### config.mk
export PLATFORM = sky130hd
export DESIGN_NAME = poly_horner_sequencer
export DESIGN_NICKNAME = d
export VERILOG_FILES = /design/src/rtl/poly_horner_pkg.sv /design/src/rtl/horner_mac_step.sv /design/src/rtl/poly_horner_sequencer.sv
export SDC_FILE = /design/constraint.sdc
export NUM_CORES = 1
export LEC_CHECK = 0
export ABC_AREA = 1
export CAP_MARGIN = 20
export CORE_ASPECT_RATIO = 0.8
export CORE_MARGIN = 4
export CORE_UTILIZATION = 56
export CTS_CLUSTER_DIAMETER = 50
export DETAILED_ROUTE_END_ITERATION = 8
export HOLD_SLACK_MARGIN = 0.06
export MAX_ROUTING_LAYER = met4
export PLACE_DENSITY = 0.77
export SLEW_MARGIN = 20
export SYNTH_ARGS = -nofsm -noshare
export SYNTH_HDL_FRONTEND = slang
export SYNTH_HIERARCHICAL = 1
export SYNTH_SLANG_ARGS = --single-unit
export TNS_END_PERCENT = 30
### constraint.sdc
create_clock -name clk -period 13.4 [get_ports clk]
set_clock_uncertainty 0.05 [all_clocks]
set_input_delay 2.68 -clock clk [delete_from_list [all_inputs] [get_ports clk]]
set_output_delay 2.68 -clock clk [all_outputs]
set_load 0.03 [all_outputs]
### src/rtl/poly_horner_pkg.sv
// Shared types and fixed-point helpers for the Horner exp(x) sequencer.
// Input/coefficients are unsigned Q2.14, the accumulator is unsigned Q7.25.
package poly_horner_pkg;

    typedef enum logic [1:0] {
        ST_IDLE = 2'b00,
        ST_CALC = 2'b01,
        ST_DONE = 2'b10
    } state_t;

    localparam int FRAC_IN     = 14;
    localparam int FRAC_OUT    = 25;
    localparam int ALIGN_SHIFT = FRAC_OUT - FRAC_IN;
    localparam int STEPS       = 5;

    function automatic logic [31:0] align(input logic [15:0] c);
        logic [31:0] r;
        r = 32'(c) << ALIGN_SHIFT;
        return r;
    endfunction

endpackage

### src/rtl/horner_mac_step.sv
// One Horner step: acc_next = trunc((acc * x) >> FRAC_IN) + align(coef), modulo 2^32.
module horner_mac_step
    import poly_horner_pkg::*;
(
    input  logic [31:0] acc,
    input  logic [15:0] x,
    input  logic [15:0] coef,
    output logic [31:0] acc_next
);

    logic [47:0] prod_s;

    // Shared multiplier and adder; the Q2.14 scaling of x is dropped by truncation.
    always_comb begin
        prod_s   = 48'(acc) * 48'(x);
        acc_next = prod_s[FRAC_IN +: 32] + align(coef);
    end

endmodule

### src/rtl/poly_horner_sequencer.sv
// Sequential 5th-order Taylor exp(x) evaluator, one Horner step per cycle,
// valid/ready on input and output; the result is held until consumed.
module poly_horner_sequencer
    import poly_horner_pkg::*;
#(
    parameter int          WIDTHIN  = 16,
    parameter int          WIDTHOUT = 32,
    parameter logic [15:0] A0       = 16'h4000,
    parameter logic [15:0] A1       = 16'h4000,
    parameter logic [15:0] A2       = 16'h2000,
    parameter logic [15:0] A3       = 16'h0AAA,
    parameter logic [15:0] A4       = 16'h02AA,
    parameter logic [15:0] A5       = 16'h0088
) (
    input  logic                clk,
    input  logic                reset,
    input  logic                i_valid,
    output logic                o_ready,
    input  logic [WIDTHIN-1:0]  i_x,
    output logic                o_valid,
    input  logic                i_ready,
    output logic [WIDTHOUT-1:0] o_y,
    output logic                o_busy,
    output logic [2:0]          o_step
);

    state_t      state_q, state_d;
    logic [15:0] x_q, x_d;
    logic [31:0] acc_q, acc_d;
    logic [31:0] y_q, y_d;
    logic [2:0]  cnt_q, cnt_d;
    logic [15:0] coef_s;
    logic [31:0] acc_next_s;

    // Coefficient ROM indexed by the step counter; out-of-range falls back to A0.
    always_comb begin
        case (cnt_q)
            3'd4:    coef_s = A4;
            3'd3:    coef_s = A3;
            3'd2:    coef_s = A2;
            3'd1:    coef_s = A1;
            3'd0:    coef_s = A0;
            default: coef_s = A0;
        endcase
    end

    horner_mac_step u_mac (
        .acc      (acc_q),
        .x        (x_q),
        .coef     (coef_s),
        .acc_next (acc_next_s)
    );

    // Next-state and datapath update; the result register loads on the last step.
    always_comb begin
        state_d = state_q;
        x_d     = x_q;
        acc_d   = acc_q;
        y_d     = y_q;
        cnt_d   = cnt_q;
        case (state_q)
            ST_IDLE: begin
                if (i_valid) begin
                    x_d     = i_x;
                    acc_d   = align(A5);
                    cnt_d   = 3'(STEPS - 1);
                    state_d = ST_CALC;
                end else begin
                    state_d = ST_IDLE;
                end
            end
            ST_CALC: begin
                acc_d = acc_next_s;
                if (cnt_q == 3'd0) begin
                    y_d     = acc_next_s;
                    state_d = ST_DONE;
                end else begin
                    cnt_d = cnt_q - 3'd1;
                end
            end
            ST_DONE: begin
                if (i_ready) begin
                    state_d = ST_IDLE;
                end else begin
                    state_d = ST_DONE;
                end
            end
            default: state_d = ST_IDLE;
        endcase
    end

    // State and datapath registers with synchronous reset.
    always_ff @(posedge clk) begin
        if (reset) begin
            state_q <= ST_IDLE;
            x_q     <= 16'h0000;
            acc_q   <= 32'h0000_0000;
            y_q     <= 32'h0000_0000;
            cnt_q   <= 3'd0;
        end else begin
            state_q <= state_d;
            x_q     <= x_d;
            acc_q   <= acc_d;
            y_q     <= y_d;
            cnt_q   <= cnt_d;
        end
    end

    // Status outputs decode registered state only, so they are mutually exclusive.
    always_comb begin
        o_ready = (state_q == ST_IDLE);
        o_busy  = (state_q == ST_CALC);
        o_valid = (state_q == ST_DONE);
        o_y     = y_q;
        o_step  = cnt_q;
    end

endmodule

# After elaboration in Yosys (flattened, before gate mapping)
# Index checks and enable logic that the tools add are counted.
[classes]
addsub = 2
n_mul = 1
eq_ne = 8
muxes = 10
n_reduce_logical = 7
[ops]
columns = ["op", "n"]
rows = [
  ["case mux 32 bit (2 select lines)", 1],
  ["multiplier 32 x 16 -> 46 bit", 1],
  ["case mux 15 bit (3 select lines)", 1],
  ["adder 32 x 26 -> 32 bit", 1],
  ["2-to-1 mux 32 bit", 1],
  ["equality test 3 x 2 -> 1 bit, second input constant", 2],
  ["2-to-1 mux 3 bit", 2],
  ["case mux 2 bit (3 select lines)", 1],
  ["case mux 3 bit (2 select lines)", 1],
  ["AND reduction 2 bit", 3],
  ["2-to-1 mux 2 bit", 2],
  ["inequality test 2 bit, second input constant", 2],
  ["equality test 3 bit, second input constant", 1],
  ["logical NOT 3 bit", 1],
  ["AND reduction 3 bit", 1],
  ["subtractor 3 x 1 -> 3 bit, second input constant", 1],
  ["equality test 2 x 1 -> 1 bit, second input constant", 1],
  ["equality test 2 bit, second input constant", 1],
  ["logical NOT 2 bit", 1],
  ["inequality test 2 x 1 -> 1 bit, second input constant", 1],
  ["nonzero test 2 bit", 1],
  ["2-to-1 mux 1 bit", 1],
]
[word_totals]
regBits = 85
inputBits = 20
out_inout_bits = 38
wordCells = 33

# Depth between registers and ports, before layout
[depth]
ltp_word = 4
depth_mapped = 45
mapped_depth_nobuf = 43

# Hierarchy
# Netlist, hierarchy kept.
[modules_own_cells]
columns = ["module", "n_inst", "cells_per_inst", "area_each_um2", "seq_area_each_um2"]
rows = [
  ["horner_mac_step", 1, 2439, 17680.7, 0.0],
  ["poly_horner_sequencer", 1, 400, 3079.2, 1701.6],
]

# Worst setup path after synthesis
# OpenSTA, ideal clock, no wires.
[synth_timing]
kind = "register to register"
from = "register acc_q[13]"
to = "register y_q[31] (netlist: o_y[31])"
setup_time_ps = 116
arrival_ps = 6867
required_ps = 13234
setup_slack_ps = 6367
stages_incl_launch_ff = 40
n_path_buf = 2
period_less_slack_ps = 7033
cell_sequence = "dfxtp_1 -> clkbuf_1 -> clkbuf_1 -> nand2_1 -> fa_1 -> inv_1 -> fa_1 -> inv_1 -> fa_1 -> inv_1 -> fa_1 -> fa_1 -> inv_1 -> fa_1 -> inv_1 -> ha_1 -> nand2_1 -> nor2_1 -> [4 not listed] -> a21oi_1 -> xor2_1 -> fa_1 -> nand3b_1 -> nand2_1 -> nand4_1 -> nand3_1 -> nand2_1 -> nand2_1 -> nand2_1 -> nand2_1 -> inv_1 -> nor2_1 -> nand3_1 -> nand2_1 -> nand2_1 -> o21ai_0 -> nor2_1"
[synth_via]
elab_chain_cells = 2
[synth_lines]
columns = ["element", "line_no", "rtl"]
rows = [
  ["from (decl)", "poly_horner_sequencer.sv:29", "logic [31:0] acc_q, acc_d;"],
  ["from (signal assigned)", "poly_horner_sequencer.sv:97", "acc_q <= 32'h0000_0000;"],
  ["from (signal assigned)", "poly_horner_sequencer.sv:103", "acc_q <= acc_d;"],
  ["multiplier 32 x 16 -> 46 bit", "horner_mac_step.sv:15", "prod_s = 48'(acc) * 48'(x);"],
  ["adder 32 x 26 -> 32 bit", "horner_mac_step.sv:16", "acc_next = prod_s[FRAC_IN +: 32] + align(coef);"],
  ["via acc_next_s[31]", "poly_horner_sequencer.sv:33", "logic [31:0] acc_next_s;"],
  ["to (signal assigned)", "poly_horner_sequencer.sv:104", "y_q <= y_d;"],
  ["to (decl)", "poly_horner_sequencer.sv:30", "logic [31:0] y_q, y_d;"],
]
# The timed path passes the listed nets, and every way through them passes these cells.
# A chain may end at the register's enable or synchronous reset.

# Final worst setup path
[layout_timing]
from = "register acc_q[11]"
to = "register acc_q[24]"
[layout_via]
elab_chain_cells = 3
[layout_lines]
columns = ["element", "line_no", "rtl"]
rows = [
  ["multiplier 32 x 16 -> 46 bit", "horner_mac_step.sv:15", ""],
  ["adder 32 x 26 -> 32 bit", "horner_mac_step.sv:16", ""],
  ["via acc_next_s[24]", "poly_horner_sequencer.sv:33", ""],
  ["case mux 32 bit (2 select lines)", "poly_horner_sequencer.sv:61", "case (state_q)"],
]
# The timed path passes the listed nets, and every way through them passes these cells.

==> flow_summary_export.csv <==
group,metric,value,unit
outcome,status,"complete, no violations",
pwr,seq_power_share,0.226,
routing,vias,17300,
synth,yosys-top-cells-area,"fa_1 40%, nand2_1 15%, inv_1 13%, dfxtp_1 8.2%, ha_1 7.7%",
global_routing,grt_usage,0.298,
routing,top_layer,"met4",
clock_network,post_cts_buffers,0,
place,post-place-ws,5.34,ns
synth,ys_types,38,
critical_path,crit_type,"reg2reg",
cells_and_area,final_nets,3371,
die,die_h,180,um
min_path,hold_class,"reg2reg",
clock_network,cts_buffers,9,
critical_path,slowest_stage,"dfxtp_1",
clock_network,clk_pin_slew,0.07,ns
critical_path,cp_max_fo,17,
pwr,switching_power,0.000780,W
critical_path,path_buf_inv,8,
die,core,36200,um^2
routing,wl_met3,3.57,mm
routing,first_pass_iters,5,
cells_and_area,nFillCells,3241,
critical_path,max_stage_delay,0.94,ns
critical_path,cp.required,13.65,ns
synth,synth-seq-cells,85,
timing,worst_pin_slew,1.08,ns
pwr,power.total,0.00159,W
die,start_util,0.573,
die,die_area,40200,um^2
synth,postSynthCellCount,2839,
clock_network,cts_buffer_depth,2,
synth,synth.largest_area_cell,"fa_1",
routing,wl_per_cell,17.3,um
global_routing,grt_max_degree,55,
timing,period_minus_slack,8.25,ns
place,io_buffers,57,
timing,max-slew-margin-rel,0.274,
pwr,p_int,0.000806,W
cells_and_area,antenna_cells,0,
place,hpwl,46.1,mm
critical_path,end_kind,"flip-flop",
die,chipWidth,223,um
timing,fin_crit_sh,0.615,
clock_network,root_buffer,"clkbuf_16",
timing,fin_ws,5.15,ns
die,rows,62,
timing,finalSetupTns,0,ns
die,io_pins,58,
timing,fmax,121,MHz
synth,synth_flop_cell,"dfxtp_1",
global_routing,grt_pass1_wl,93.8,mm
timing,rsz0062_at_grt,"no",
pwr,combPwrFrac,0.571,
pwr,pwr_density_cell,72.1,nW/um^2
pwr,p_leak,11.9,nW
synth,synth_area,20800,um^2
clock_network,cts_hold_buf,0,
pwr,swShare,0.492,
routing,finalWirelength,57.1,mm
routing,routed_via_density,5.25,
routing,drc_errors,0,
pwr,peakVddDrop,0.0638,mV
routing,ant_nets,0,
clock_network,clkLatencyLatePin,0.36,ns
synth,syn_avg_cell_area,7.31,um^2
cells_and_area,syn2layout_area_growth,5.95,%
pwr,p_clk_frac,0.202,
critical_path,start_kind,"flip-flop",
synth,synth-seq-area-share,0.0820,
clock_network,post_cts_resized,0,
timing,setup_viol,0,
routing,drt_iter0_drc,1370,
routing,dr_wl_met2,27.8,mm
clock_network,cts_sinks,85,
run,drv_cap,0,
synth,netlist.area_leader.share,0.402,
place,gp_congestion,1.03,
synth,yosys_warnings,6,
global_routing,grt_pass1_vias,18300,
cells_and_area,drive_gt1_frac,0.0352,
clock_network,h-tree-depth,3,
timing,maxSlewViolCount,0,
global_routing,grt_antenna_before_repair,1,
critical_path,crit_path_frequent_cell,"inv_1",
global_routing,grt_overflow,0,
timing,hold_violations,0,
routing,met1Wirelength,24.2,mm
synth,synth_edf_count,0,
synth,synth-async-reset-ratio,0,
clock_network,cts_tree,"yes",
critical_path,cp.arrival,8.50,ns
critical_path,critPathTopFamily,"adder cells",
-- layout by cell type (no fill, tap or decap), types with 3 or more instances in the layout --
cell / count
nand2_1: 812
inv_1: 731
fa_1: 417
nor2_1: 176
ha_1: 128
a21oi_1: 99
dfxtp_1: 85
o21ai_0: 68
clkdlybuf4s50_1: 57
nand3_1: 43
buf_4: 25
xor2_1: 25
xnor2_1: 21
nand2_2: 17
inv_2: 15
nand4_1: 10
clkbuf_16: 9
nor2_2: 8
conb_1: 8
nor2_4: 7
o21bai_1: 6
nor4_1: 5
a31oi_1: 5
nand3_2: 5
bufinv_16: 4
nor3_1: 4
o21ai_1: 3
-- synth_stat cells, types with 21 or more instances --
cell and n:
inv_1 731, a21oi_1 99, clkbuf_1 122, fa_1 417, xor2_1 25, dfxtp_1 85
nand2_1 812, ha_1 128, xnor2_1 21, o21ai_0 68, nor2_1 176, nand3_1 43
-- flip-flops by register name (all words and copies together) (netlist names) --
| register | flops |
|---|---|
| o_step | 3 |
| o_y | 32 |
| state_q | 2 |
| acc_q | 32 |
| x_q | 16 |
-- stage by stage --
| step | hold WS, ns | instances | util | area, um^2 |
|---|---|---|---|---|
| 2_1_floorplan | 0.372 | 2846 | - | 20800 |
| 3_3_place_gp | 0.415 | 3275 | 0.597 | 21600 |
| 3_5_place_dp | 0.422 | 3275 | 0.597 | 21600 |
| 4_1_cts | 0.438 | 3291 | 0.607 | 22000 |
| 5_1_grt | 0.456 | 3291 | 0.607 | 22000 |
| 6_report | 0.434 | 3291 | 0.607 | 22000 |
-- power by group through the flow --
stage	Clock, W	Sequential, W	Combinational (W)
3_5_place_dp	0	0.000363	0.000897
2_1_floorplan	0	0.000338	0.000631
3_3_place_gp	0	0.000360	0.000880
6_report	0.000321	0.000359	0.000906
4_1_cts	0.000327	0.000357	0.000907
5_1_grt	0.000336	0.000365	0.00101
-- worst reg2reg max path, delay by kind of cell (launching register included) --
family / cells / cell delay (ns)
compound gates: 9 / 1.97
simple gates: 5 / 0.72
buf+inv: 8 / 0.42
flops: 1 / 0.94
fa+ha+maj: 8 / 3.73
xor+xnor: 2 / 0.36
-- cell type report --
class | instances | area, um^2 | area share
clock inverters | 7 | 145 | 0.00660
clock buffers | 9 | 225 | 0.0102
inverters | 746 | 2800 | 0.127
well taps | 480 | 601 | 0.0273
multi-input cells | 1882 | 15800 | 0.717
repair buffers | 82 | 758 | 0.0345
flip-flops and latches | 85 | 1700 | 0.0774
-- per-layer routing --
| metal | global-route usage | vias to the layer above |
|---|---|---|
| met4 | 0.0833 | 0 |
| met2 | 0.490 | 644 |
| li1 | - | 8015 |
| met1 | 0.390 | 8509 |
| met3 | 0.0441 | 119 |
| met5 | - | - |
-- worst paths after layout --
kind,from,end,slack [ns],cells after the start
worst max-delay path,acc_q[11],acc_q[24],5.15,32
worst min-delay path,o_y[7],o_y[7],0.43,2
worst max register to register,acc_q[11],acc_q[24],5.15,32
worst min register to register,o_y[7],o_y[7],0.43,2
-- logic make-up (layout without fill, tap and decap cells) --
logic type | Yosys count | after routing | share of synthesized area
and+or+nand+nor | 1090 | 1090 | 0.209
buffers and inverters | 879 | 844 | 0.160
adders and majority gates | 545 | 545 | 0.479
AOI/OAI and AO/OA | 193 | 193 | 0.0494
DFF | 85 | 85 | 0.0820
xor gates and xnor gates | 46 | 46 | 0.0194
other | 1 | 8 | 0.000181
Power figures use the tool's default switching activity.
